File: src/rtl/interp_pkg.sv
// Shared types and defaults for the interpolator line feeder.
package interp_pkg;

  localparam int unsigned DefWidth  = 16;
  localparam int unsigned DefHeight = 16;
  localparam int unsigned DefPadL   = 7;
  localparam int unsigned DefPadR   = 6;

  typedef logic [7:0] pixel_t;

  typedef enum logic [1:0] {
    StIdle,
    StStream,
    StDone
  } feeder_state_e;

endpackage

File: src/rtl/interp_frame_store.sv
// Single-write, single-read frame store. No reset: contents are undefined until written.
module interp_frame_store
  import interp_pkg::*;
#(
  parameter int unsigned DEPTH = 256,
  parameter int unsigned AW    = 8
) (
  input  logic          clock,
  input  logic          i_wr_en,
  input  logic [AW-1:0] i_wr_addr,
  input  pixel_t        i_wr_data,
  input  logic [AW-1:0] i_rd_addr,
  output pixel_t        o_rd_data
);

  pixel_t r_mem [DEPTH];

  // Synchronous write port.
  always_ff @(posedge clock) begin
    if (i_wr_en) begin
      r_mem[i_wr_addr] <= i_wr_data;
    end
  end

  // Asynchronous read; the feeder registers the result into pix_out.
  assign o_rd_data = r_mem[i_rd_addr];

endmodule

File: src/rtl/interp_line_feeder.sv
// Streams a stored frame line by line (rows, or columns when INTERP_FEEDER_COL_MODE_EN is
// defined) with PAD_L/PAD_R edge replication, and flags which raster sample each beat
// completes. Without INTERP_FEEDER_COL_MODE_EN, col_mode is ignored.
module interp_line_feeder
  import interp_pkg::*;
#(
  parameter int unsigned WIDTH  = DefWidth,
  parameter int unsigned HEIGHT = DefHeight,
  parameter int unsigned PAD_L  = DefPadL,
  parameter int unsigned PAD_R  = DefPadR
) (
  input  logic                            clock,
  input  logic                            reset,
  input  logic                            wr_en,
  input  logic [$clog2(WIDTH*HEIGHT)-1:0] wr_addr,
  input  logic [7:0]                      wr_data,
  input  logic                            start,
  input  logic                            col_mode,
  input  logic                            hold,
  output logic [7:0]                      pix_out,
  output logic                            pix_valid,
  output logic                            sample_valid,
  output logic [$clog2(WIDTH*HEIGHT)-1:0] sample_idx,
  output logic                            busy,
  output logic                            done
);

  localparam int unsigned AW   = $clog2(WIDTH * HEIGHT);
  localparam int unsigned NMAX = (WIDTH > HEIGHT) ? WIDTH : HEIGHT;
  localparam int unsigned KW   = $clog2(PAD_L + NMAX + PAD_R + 1);
  localparam int unsigned IW   = $clog2(NMAX + 1);

  feeder_state_e r_state, w_state_nxt;
  logic [KW-1:0] r_beat, w_beat_nxt;   // next beat to issue within the line
  logic [IW-1:0] r_line, w_line_nxt;   // next line to issue; == line count once all issued
  logic          r_col, w_col_nxt;
  pixel_t        r_pix, w_pix_nxt;
  logic          r_pv, w_pv_nxt;
  logic          r_sv, w_sv_nxt;
  logic [AW-1:0] r_sidx, w_sidx_nxt;

  logic          w_col_start, w_col, w_we, w_issue;
  logic [AW-1:0] w_rd_addr;
  pixel_t        w_rd_data;
  int unsigned   w_n, w_lines, w_k, w_i, w_j, w_sj;
  logic          w_sv, w_last_beat, w_all_issued;
  logic [AW-1:0] w_sidx;

`ifdef INTERP_FEEDER_COL_MODE_EN
  assign w_col_start = col_mode;
`else
  logic w_unused_col_mode;
  assign w_unused_col_mode = col_mode;
  assign w_col_start       = 1'b0;
`endif

  // In IDLE the first beat is issued with the mode presented alongside start.
  assign w_col = (r_state == StIdle) ? w_col_start : r_col;
  assign w_we  = wr_en && (r_state == StIdle);

  interp_frame_store #(
    .DEPTH (WIDTH * HEIGHT),
    .AW    (AW)
  ) u_store (
    .clock     (clock),
    .i_wr_en   (w_we),
    .i_wr_addr (wr_addr),
    .i_wr_data (wr_data),
    .i_rd_addr (w_rd_addr),
    .o_rd_data (w_rd_data)
  );

  // Decode the current (line, beat) into a read address and sample index.
  always_comb begin
    w_n     = w_col ? HEIGHT : WIDTH;
    w_lines = w_col ? WIDTH : HEIGHT;
    w_k     = 32'(r_beat);
    w_i     = 32'(r_line);
    if (w_k < PAD_L) begin
      w_j = 0;
    end else if (w_k < PAD_L + w_n) begin
      w_j = w_k - PAD_L;
    end else begin
      w_j = w_n - 1;
    end
    w_sv         = (w_k >= PAD_L + PAD_R);
    w_sj         = w_sv ? (w_k - PAD_L - PAD_R) : 0;
    w_rd_addr    = w_col ? AW'(w_j * WIDTH + w_i) : AW'(w_i * WIDTH + w_j);
    w_sidx       = w_col ? AW'(w_sj * WIDTH + w_i) : AW'(w_i * WIDTH + w_sj);
    w_last_beat  = (w_k == PAD_L + w_n + PAD_R - 1);
    w_all_issued = (w_i >= w_lines);
  end

  // Next-state and registered-output logic.
  always_comb begin
    w_state_nxt = r_state;
    w_beat_nxt  = r_beat;
    w_line_nxt  = r_line;
    w_col_nxt   = r_col;
    w_pix_nxt   = r_pix;
    w_pv_nxt    = 1'b0;
    w_sv_nxt    = 1'b0;
    w_sidx_nxt  = r_sidx;
    w_issue     = 1'b0;
    unique case (r_state)
      StIdle: begin
        if (start) begin
          w_state_nxt = StStream;
          w_col_nxt   = w_col_start;
          w_issue     = 1'b1;
        end
      end
      StStream: begin
        // One cycle after the final beat: leave, whatever hold says.
        if (w_all_issued) begin
          w_state_nxt = StDone;
          w_beat_nxt  = '0;
          w_line_nxt  = '0;
        end else if (!hold) begin
          w_issue = 1'b1;
        end
      end
      StDone:  w_state_nxt = StIdle;
      default: w_state_nxt = StIdle;
    endcase
    if (w_issue) begin
      w_pix_nxt = w_rd_data;
      w_pv_nxt  = 1'b1;
      w_sv_nxt  = w_sv;
      if (w_sv) begin
        w_sidx_nxt = w_sidx;
      end
      if (w_last_beat) begin
        w_beat_nxt = '0;
        w_line_nxt = r_line + IW'(1);
      end else begin
        w_beat_nxt = r_beat + KW'(1);
      end
    end
  end

  // State, counters and output registers.
  always_ff @(posedge clock or posedge reset) begin
    if (reset) begin
      r_state <= StIdle;
      r_beat  <= '0;
      r_line  <= '0;
      r_col   <= 1'b0;
      r_pix   <= '0;
      r_pv    <= 1'b0;
      r_sv    <= 1'b0;
      r_sidx  <= '0;
    end else begin
      r_state <= w_state_nxt;
      r_beat  <= w_beat_nxt;
      r_line  <= w_line_nxt;
      r_col   <= w_col_nxt;
      r_pix   <= w_pix_nxt;
      r_pv    <= w_pv_nxt;
      r_sv    <= w_sv_nxt;
      r_sidx  <= w_sidx_nxt;
    end
  end

  assign pix_out      = r_pix;
  assign pix_valid    = r_pv;
  assign sample_valid = r_sv;
  assign sample_idx   = r_sidx;
  assign busy         = (r_state == StStream);
  assign done         = (r_state == StDone);

endmodule

File: config.mk
export PLATFORM = sky130hd
export DESIGN_NAME = interp_line_feeder
export DESIGN_NICKNAME = d
export VERILOG_FILES = /design/src/rtl/interp_pkg.sv /design/src/rtl/interp_frame_store.sv /design/src/rtl/interp_line_feeder.sv
export SDC_FILE = /design/constraint.sdc
export NUM_CORES = 2
export LEC_CHECK = 0
export ABC_AREA = 1
export CORE_AREA = 8 8 555 557
export CTS_BUF_LIST = sky130_fd_sc_hd__clkbuf_4
export DETAILED_ROUTE_END_ITERATION = 10
export DIE_AREA = 0 0 563 565
export PLACE_DENSITY_LB_ADDON = 0.05
export REMOVE_ABC_BUFFERS = 1
export SLEW_MARGIN = 5
export SYNTH_ARGS = -nofsm -noshare
export SYNTH_HDL_FRONTEND = slang
export SYNTH_SLANG_ARGS = --single-unit
File: constraint.sdc
create_clock -name clock -period 3.37 [get_ports clock]
set_input_delay 0.337 -clock clock [delete_from_list [all_inputs] [get_ports clock]]
set_output_delay 0.337 -clock clock [all_outputs]
set_load 0.02 [all_outputs]
; ---- After elaboration in Yosys (flattened, before gate mapping)
; Memories as Yosys holds them, arrays and structs flattened. A register that Yosys moved wholly into a read port is not among the register bits.
; Index checks and enable logic that the tools add are counted.
[op_classes]
add_sub_neg = 6
order_cmp = 4
n_eq_ne = 5
n_mux = 22
n_reduce_logical = 7
[op_table]
columns = cell, count
row1 = $mux W5, 8
row2 = $mux W8, 3
row3 = $add A8 B8 Y8, 2
row4 = $add A5 B1 Y5 const B, 2
row5 = $mux W1, 7
row6 = $sub A6 B4 Y7 const B, 1
row7 = $reduce_and A2 Y1, 3
row8 = $sub A5 B3 Y6 const B, 1
row9 = $eq A5 B5 Y1 const B, 1
row10 = $ge A5 B4 Y1 const B, 1
row11 = $ge A5 B5 Y1 const B, 1
row12 = $lt A5 B3 Y1 const B, 1
row13 = $lt A5 B5 Y1 const B, 1
row14 = $mux W2, 2
row15 = $pmux W2 S2, 1
row16 = $reduce_bool A2 Y1, 2
row17 = $eq A2 B1 Y1 const B, 1
row18 = $eq A2 B2 Y1 const B, 1
row19 = $logic_not A2 Y1, 1
row20 = $ne A2 B1 Y1 const B, 1
row21 = $ne A2 B2 Y1 const B, 1
row22 = $pmux W1 S2, 1
row23 = $logic_and A1 B1 Y1, 1
[totals]
ff_bits = 22
mem_bits_rw = 2048
in_bits = 22
memories = 1
[memory_table]
columns = memory, depth, width, rd, rd_clocked_by_memory_dff, write_ports, line
row1 = u_store.r_mem, 256, 8, 1, 1, 1, interp_frame_store.sv:16  ; pixel_t r_mem [DEPTH];

; ---- Logic depth before layout (Yosys ltp)
[depth]
depth_word = 5
depth_mapped = 20

; ---- Cells and area by module
; Synthesis repeated with hierarchy kept, for this count alone.
[unflattened]
cells_unflattened = 7209
hier_area_um2 = 85019.0
[modules_own_cells]
columns = module, instances, cells_per_inst, area_per_inst_um2
row1 = interp_frame_store, 1, 6995, 83236.1
row2 = interp_line_feeder, 1, 214, 1783.0

; ---- Worst setup path before layout
; No wires, ideal clock.
[synth_path]
path_type = flip-flop to flip-flop
startpoint = reg r_beat[0]
endpoint = reg r_pix[3] (netlist: pix_out[3]) (read register of u_store.r_mem)
arrival_ps = 2635
t_required_ps = 3252
slack_ps = 617
stages_incl_launch_ff = 15
path_cell_list = dfrtp_1 -> ha_1 -> nand2_1 -> nand2_1 -> inv_1 -> nor3_1 -> ha_1 -> fa_1 -> xnor2_1 -> inv_1 -> clkbuf_1 -> nand2_1 -> nand3_1 -> nand3_1 -> nand2_1
[synth_between]
elab_chain_len = 4
word_cells_on_any_way = 6
[synth_lines]
columns = item, line
row1 = start: declaration, interp_line_feeder.sv:34  ; logic [KW-1:0] r_beat, w_beat_nxt;
row2 = start signal: assignment, interp_line_feeder.sv:155  ; r_beat <= w_beat_nxt;
row3 = $sub A5 B3 Y6 / $lt A5 B5 Y1 (equally long branches), "interp_line_feeder.sv:82, interp_line_feeder.sv:81"
row4 = $mux W8, interp_line_feeder.sv:81  ; end else if (w_k < PAD_L + w_n) begin
row5 = $mux W8 *, interp_line_feeder.sv:79  ; if (w_k < PAD_L) begin
row6 = $add A8 B8 Y8 *, interp_line_feeder.sv:88  ; w_rd_addr = w_col ? AW'(w_j * WIDTH + w_i) : AW'(w_i * WIDTH + w_j);
row7 = end: declaration, interp_line_feeder.sv:37  ; pixel_t r_pix, w_pix_nxt;
; Mark *: on every way between the ends. The rest lies on a longest branch, timed or not.
; A chain may end at the register's enable or synchronous reset.

; ---- Worst setup path after layout
; Ends and elaborated chain as after synthesis.

==> run metrics <==
vias in the first global route=65,440; vias per cell=4.840; PortBufs=40; fin crit period=3.353 ns; flops & latches, synth=2,078; crit-path max FO=15; sequential share of the synthesized area=69.73%; routed length per instance=24.59 microns; GRT overflow=0; Num CTS Buffers=612; post-route insts no fill=13,500; Synth Cell Area=89,280 sq um; Die Area=318,100 sq um; Max Clk Rate=0.2982 GHz; Longest Clk Path Bufs=4; DRC violations left=0; clock latency on the worst-skew pair=1.46 ns; final setup TNS=0 ns; Worst Slack Setup Final=0.01654 ns; CP max stage delay=0.42 ns; Clock transition at path regs=0.06 ns; Synth cell types=29; startpoint types=flop; Global Route Usage Sum=20.03%; share of flip-flops with an asynchronous set or reset=1.444%; status=completed; Fin. Hold Viols=0; met2 wire length=154,500 microns; DRT met1 WL=154,200 microns; critical path capture point type=flop; Layout area overhead=21.86%; PwrDens=930.0 nW/um^2; Slowest cell on crit path=dfrtp_1; Pre-antenna DRT Iters=6; Area contributors post-synth=edfxtp_1, nand2_1, nand3_1; Top Metal Used=met5; CP delay by family, top=simple AND/OR/NAND/NOR gates; H-tree level count=6; Peak VDD IR=633.5 uV; Power, Total=101.2 mW; Initial Utilization=29.88%; Final nets=9,140; Slew @ Worst Pin=0.9999 ns; TritonCTS Sinks=2,078; Post-Synthesis Cells=8,231; switch share=43.43%; Post-Route WL=332,000 microns; Ports=42; most used flip-flop cell after synthesis=edfxtp_1; Finished Core Util=36.41%; DRT iter0 DRCs=4,891; P_leak=42.25 nW; crit-path most repeated cell=nand3_1; Worst EP required=4.73 ns; Clock power frac=23.8%; Hold WC Path Type=in2reg; relative slew slack=33.34%; Seq pwr share=28.4%; worst hold margin=0.2686 ns; dpl cells=12,370; CP cell instances=buf_4, nand3_1, nand2_4, nand2_8, nand2_8, buf_16, buf_4, buf_12, a21oi_1, o21ai_0, nand3_1, nand3_1, nand3_1, nand3_2, nand2_2, buf_4, nand2_1, nand3_1, nand3_1, nand2_1; most numerous cell in the Yosys netlist=nand2_1; detailed placer's ending HPWL=197,500 microns; RSZ-0062 raised after global routing=yes; Post-synth EDFFs=2,048; Die Y-Extent=565 microns; CORE AREA=298,800 sq um; met3 WL=15,890 microns; Worst Path Buf+Inv=5; Tcrit/Tclk final=99.51%; DP Area=99,340 sq um; critical path type=reg2reg; Syn Area/Cell=10.85 sq um; width of the die=563 microns; CTS Root Cell=clkbuf_4; FP Rows=201; Synth warnings=0; share of cells above drive strength 1=19.12%; top post-synthesis cells by count=nand2_1, edfxtp_1, nand3_1; pin count of the biggest net entering global routing=116; Final setup viols=0; Design Area, Final=108,800 sq um; RD Place Congestion=0.7989; first-pass GRT wire length=469,800 microns; MaxCap Viol Count=0; top cell type's share of synthesized area=68.88%; Critical Path AT=4.72 ns; internal power=57.23 mW; Vias=65,350; Comb power frac=47.8%; initial antenna violation count=14; NetSw=43.94 mW; cell taking the most area after synthesis=edfxtp_1; final setup skew=0.08731 ns; CTS tree=done; pre-CTS setup slack=-0.2496 ns; Post-DRT Antenna Nets=0; max-slew violation count=0
## worst min-delay path, delay by kind of cell
family / cells / cell delay, ns
buffers and inverters: 2 / 0.57
AND/OR/NAND/NOR: 3 / 0.54
## layout make-up
type                    instances  area [sq um]
clock inverters               169          1092
multi-input cells            5266         23640
well taps                    3958          4952
repair buffers                840          9059
diodes                          8         20.02
flip-flops and latches       2078         62250
inverters                     306          1195
clock buffers                 877          6584
fillers                     30040        190000
## cells by family (layout without fill, tap and decap cells)
family | count (synthesis) | after routing | share of synthesized area [%]
and+or+nand+nor | 5095 | 5095 | 24.55
DFF | 2078 | 2078 | 69.73
buffers and inverters | 887 | 2192 | 4.302
AOI/OAI and AO/OA | 150 | 150 | 1.139
adders and majority gates | 14 | 14 | 0.2130
xor gates and xnor gates | 6 | 6 | 0.05886
muxes | 1 | 1 | 0.01121
other | 0 | 8 | 0
## power by group through the flow
stage	Sequential [mW]	Combinational (mW)	Clock, mW
final	28.7	48.4	24.1
after global routing	28.7	52.6	26.4
after CTS	28.7	47.2	25.1
after detailed placement	29.2	46.3	0
after global placement	29.2	46.5	0
after floorplan	29.2	18.4	0
## what timing repair did
action	CTS	global route
buffers inserted	9	11
endpoints found under the hold margin	2181	0
resized for setup	33	92
gates cloned	3	13
pin swaps	2	6
setup endpoints to repair	10	8
hold buffers	39	0
## flip-flops by register name (all words and copies together) (netlist names)
| register | count |
|---|---|
| r_beat | 5 |
| r_state | 2 |
| u_store.r_mem | 2048 |
| r_line | 5 |
| sample_idx | 8 |
| sample_valid | 1 |
| pix_out | 8 |
| pix_valid | 1 |
## cell usage in the layout (no fill, tap or decap), drive strengths merged, types with 3 or more instances in the layout
master / Yosys / layout
dfrtp: 30 / 30
clkinvlp: 0 / 10
buf: 413 / 760
nand2: 2775 / 2775
o22ai: 5 / 5
bufbuf: 0 / 3
edfxtp: 2048 / 2048
dlygate4sd3: 0 / 32
bufinv: 0 / 10
clkbuf: 168 / 890
o21ai: 22 / 22
nor2: 295 / 295
o211ai: 104 / 104
nand3b: 97 / 97
xor2: 4 / 4
inv: 306 / 332
ha: 12 / 12
a21oi: 19 / 19
clkinv: 0 / 123
diode: 0 / 8
clkdlybuf4s50: 0 / 31
nand3: 1922 / 1922
## per-layer routing
metal	up-vias	GRT usage, %
met4	8	4.903
met1	32440	28.06
met2	1708	32.61
met3	479	3.124
li1	30720	-
met5	-	0
## worst paths after layout
kind                                    start               endpoint  slack [ns]  cells past startpoint
worst max-delay path                r_beat[0]             pix_out[3]        0.02                     20
worst min-delay path                    wr_en  u_store.r_mem[145][1]        0.27                      5
worst max register to register      r_beat[0]             pix_out[3]        0.02                     20
worst min register to register  sample_idx[1]          sample_idx[1]        0.49                      2
max in group asynchronous               reset             r_state[1]        2.19                      4
min in group asynchronous               reset          sample_idx[3]        0.51                      4
No activity file was read; power rests on OpenSTA's default activity.
